$ cat config.mk
export PLATFORM = sky130hd
export DESIGN_NAME = adder_subtractor
export DESIGN_NICKNAME = d
export VERILOG_FILES = /design/src/rtl/adder_subtractor.sv
export SDC_FILE = /design/constraint.sdc
export NUM_CORES = 1
export LEC_CHECK = 0
export CAP_MARGIN = 20
export CORE_MARGIN = 10
export CORE_UTILIZATION = 43
export DETAILED_ROUTE_END_ITERATION = 16
export GPL_ROUTABILITY_DRIVEN = 1
export PLACE_DENSITY = 0.86
export SYNTH_ARGS = -nofsm -noshare
export SYNTH_HDL_FRONTEND = slang
export SYNTH_SLANG_ARGS = --single-unit
$ cat constraint.sdc
create_clock -name clk -period 6.4 [get_ports clk]
set_input_delay 1.6 -clock clk [delete_from_list [all_inputs] [get_ports clk]]
set_output_delay 1.6 -clock clk [all_outputs]
set_load 0.005 [all_outputs]
$ cat src/rtl/adder_subtractor.sv
// Registered signed adder/subtractor with overflow, carry, zero, negative flags.
// Define ADDSUB_SATURATE_EN to clamp overflowing results instead of wrapping.
module adder_subtractor #(
  parameter int WIDTH = 8
) (
  input  logic             clk,
  input  logic             rst_n,
  input  logic             enable,
  input  logic [WIDTH-1:0] a,
  input  logic [WIDTH-1:0] b,
  input  logic             op,
  output logic [WIDTH-1:0] s,
  output logic             overflow,
  output logic             carry_out,
  output logic             zero,
  output logic             negative
);

  logic [WIDTH-1:0] b_eff;
  logic [WIDTH-1:0] sum;
  logic [WIDTH:0]   c;
  logic             ovf_next;
  logic [WIDTH-1:0] res;

  logic [WIDTH-1:0] s_q, s_d;
  logic             ovf_q, ovf_d;
  logic             cout_q, cout_d;
  logic             zero_q, zero_d;
  logic             neg_q, neg_d;

  always_comb begin
    b_eff = op ? ~b : b;
    c     = '0;
    sum   = '0;
    c[0]  = op;
    for (int i = 0; i < WIDTH; i++) begin
      sum[i]   = a[i] ^ b_eff[i] ^ c[i];
      c[i+1]   = (a[i] & b_eff[i])
               | (c[i] & (a[i] ^ b_eff[i]));
    end
    ovf_next = c[WIDTH] ^ c[WIDTH-1];
  end

`ifdef ADDSUB_SATURATE_EN
  // On overflow a and b_eff share a sign, so a's sign picks the rail.
  always_comb begin
    res = sum;
    if (ovf_next) begin
      res = a[WIDTH-1] ? {1'b1, {(WIDTH-1){1'b0}}}
                       : {1'b0, {(WIDTH-1){1'b1}}};
    end
  end
`else
  always_comb begin
    res = sum;
  end
`endif

  always_comb begin
    s_d    = s_q;
    ovf_d  = ovf_q;
    cout_d = cout_q;
    zero_d = zero_q;
    neg_d  = neg_q;
    if (enable) begin
      s_d    = res;
      ovf_d  = ovf_next;
      cout_d = c[WIDTH];
      zero_d = (res == '0);
      neg_d  = res[WIDTH-1];
    end
  end

  always_ff @(posedge clk) begin
    if (!rst_n) begin
      s_q    <= '0;
      ovf_q  <= 1'b0;
      cout_q <= 1'b0;
      zero_q <= 1'b1;
      neg_q  <= 1'b0;
    end else begin
      s_q    <= s_d;
      ovf_q  <= ovf_d;
      cout_q <= cout_d;
      zero_q <= zero_d;
      neg_q  <= neg_d;
    end
  end

  assign s         = s_q;
  assign overflow  = ovf_q;
  assign carry_out = cout_q;
  assign zero      = zero_q;
  assign negative  = neg_q;

endmodule

==> results.py <==
metrics = {
    "status": {
        "status": "finished clean",
    },
    "placement": {
        "place_congestion": 0.708,
        "dp_hpwl_um": 1320,
        "dpl.cell_count": 108,
        "portBuffers": 31,
    },
    "global_route": {
        "grt_pass1_wl_um": 2630,
        "grt_usage": 0.0919,
        "grt_max_degree": 18,
        "antenna_found_initial": 0,
        "grt_overflow": 0,
        "grt_pass1_vias": 592,
    },
    "pwr": {
        "power_density_nw_per_um2": 200,
        "swShare": 0.277,
        "sequentialPowerShare": 0.394,
        "power_switching_mw": 0.0568,
        "p_comb_frac": 0.384,
        "p_int_mw": 0.148,
        "p_clk_frac": 0.221,
        "leakage_nw": 0.468,
        "ir_drop_mv": 0.128,
        "total_power_mw": 0.205,
    },
    "final_layout": {
        "drive_gt1_frac": 0.0417,
        "syn_to_final_growth_pct": 45.8,
        "utilization": 0.672,
        "n_antenna_cell": 0,
        "fillers": 124,
        "multi_input_area_um2": 413,
        "area.sequential_um2": 220,
        "layout.nets": 124,
        "final-instance-count-excl-fill": 112,
    },
    "critical_path": {
        "critPathSlowestCell": "clkdlybuf4s50_1",
        "slowest_delay_ns": 0.74,
        "cp_num_cells": 14,
        "cp-start-kind": "input pin",
        "rr_worst_depth": 2,
        "worst_setup_path_end_kind": "flip-flop",
        "path_cells": "clkdlybuf4s50_1 -> xnor2_1 -> fa_1 -> fa_1 -> fa_1 -> inv_1 -> fa_1 -> inv_1 -> fa_1 -> fa_1 -> inv_1 -> fa_1 -> mux2i_1 -> nor2b_1",
        "crit_top_cell": "fa_1",
        "crit_required_ns": 6.55,
        "cpLargestDelayFamily": "adder cells",
        "path_buf_inv": 4,
        "critPathKind": "in2reg",
        "cp_max_fo": 8,
        "cp_data_arrival_time_ns": 5.50,
    },
    "synthesis": {
        "syn-instance-count": 66,
        "syn_area_per_cell_um2": 10.6,
        "ys_top_cells_by_count": "11 x dfxtp_1, 9 x inv_1, 7 x fa_1, 7 x xnor2_1",
        "post-synth-top-count-cell": "dfxtp_1",
        "async_flop_share": 0,
        "ys_seq_area_frac": 0.314,
        "synth_largest_area_cell": "dfxtp_1",
        "synth_nets": 93,
        "synth_cell_types": 17,
        "synth_area_um2": 702,
        "synthTopCellsByArea": "dfxtp_1 31%, fa_1 20%, xnor2_1 8.7%, o211a_1 8.6%, mux2i_1 7.1%",
        "ys_ff_latch": 11,
        "synth_top_area_frac": 0.314,
        "synth_ff_type": "dfxtp_1",
        "yosys_warnings": 0,
        "synth_edf_count": 0,
    },
    "sta": {
        "period_minus_slack_ns": 5.35,
        "finalCritPeriodShare": 0.836,
        "tightest_slew_ns": 0.634,
        "setup_viol": 0,
        "hold_violations": 0,
        "slew_violations": 0,
        "holdWs_ns": 0.482,
        "clock_skew_ns": 0,
        "rsz0062_at_grt": "false",
        "max_freq_mhz": 187,
        "setup_tns_ns": 0,
        "slew_headroom": 0.576,
    },
    "clock_tree": {
        "cts_setup_buffers": 0,
        "numCtsBuffers": 3,
        "cts_tree": "done",
        "clk_pin_slew_ns": 0.06,
        "cts.sinks": 11,
        "htreeDepth": 1,
        "cts_buffer_depth": 2,
        "root_buffer": "clkbuf_4",
        "cts_hold_buf": 0,
        "cts_resized": 0,
        "insertion_delay_ns": 0.26,
    },
    "routing": {
        "drc": 0,
        "wl_per_cell_um": 13.6,
        "ant_nets": 0,
        "viasPerCell": 4.90,
        "drt-pass1-iter-count": 4,
        "drtIter0Drc": 8,
        "routed_wl_um": 1530,
        "vias": 549,
    },
    "floorplanning": {
        "fp.dieW_um": 60.4,
        "die_h_um": 60.4,
        "rows": 14,
        "start_util": 0.461,
        "die-area_um2": 3650,
        "io_pins": 32,
        "core_area_um2": 1520,
    },
    "min_path": {
        "hold_depth": 2,
        "hold_class": "reg2reg",
    },
    "run": {
        "drv_cap": 0,
    },
}
==> cell type report <==
cell class	instances	share of cell area
Inverter	9	0.0330
Clock buffer	4	0.0257
Multi-Input combinational cell	41	0.403
Tap cell	16	0.0196
Sequential cell	11	0.215
Timing Repair Buffer	31	0.303
==> flip-flops by register name, indices dropped and copies added, names as in the netlist <==
| name | cells |
|---|---|
| s | 8 |
| carry_out | 1 |
| overflow | 1 |
| zero | 1 |
==> layout by cell type, fill, tap and decap left out, drive strengths merged <==
cell type / instances
clkdlybuf4s50: 31
dfxtp: 11
inv: 9
xnor2: 7
fa: 7
nand2: 6
o211a: 6
mux2i: 5
nor2b: 4
clkbuf: 4
xor2: 2
and4b: 1
nand4: 1
a21boi: 1
o31ai: 1
==> power groups by stage <==
stage	logic, mW	clock network (mW)	registers (mW)
floorplan	0.0428	0	0.0827
global placement	0.0777	0	0.0819
detailed placement	0.0798	0	0.0823
CTS	0.0801	0.0464	0.0809
global route	0.0892	0.0493	0.0816
finish	0.0788	0.0453	0.0808
==> path summary, 6_finish.rpt <==
kind | startpoint | endpoint | slack (ns)
max | op | s[7] | 1.05
min | zero | zero | 0.48
max reg2reg | zero | zero | 5.74
min reg2reg | zero | zero | 0.48
==> through the flow <==
| stage | setup slack (ns) | instance area (um2) |
|---|---|---|
| after floorplan | 1.52 | 702 |
| after global placement | 0.795 | 997 |
| after detailed placement | 0.743 | 997 |
| after CTS | 1.02 | 1020 |
| after global routing | 0.790 | 1020 |
| final | 1.05 | 1020 |
==> cells by family after synthesis <==
group	count (synthesis)	share of synthesized area
buf+inv	14	0.0980
simple gates	12	0.0909
flops	11	0.314
xor+xnor	9	0.112
compound gates	8	0.114
fa+ha+maj	7	0.200
mux	5	0.0713
==> layer usage <==
| metal | GRT usage | part of all wire | vias up |
|---|---|---|---|
| met2 | 0.165 | 0.50 | 23 |
| met5 | 0 | 0 | - |
| li1 | - | - | 269 |
| met3 | 0.0355 | 0.081 | 2 |
| met1 | 0.0963 | 0.40 | 255 |
| met4 | 0.0288 | 0.016 | 0 |
==> worst reg2reg max path: stages (launching register included) <==
cell,delay [ns]
dfxtp_1,0.31
a21boi_1,0.16
o31ai_2,0.08
Power figures use the tool's default switching activity.
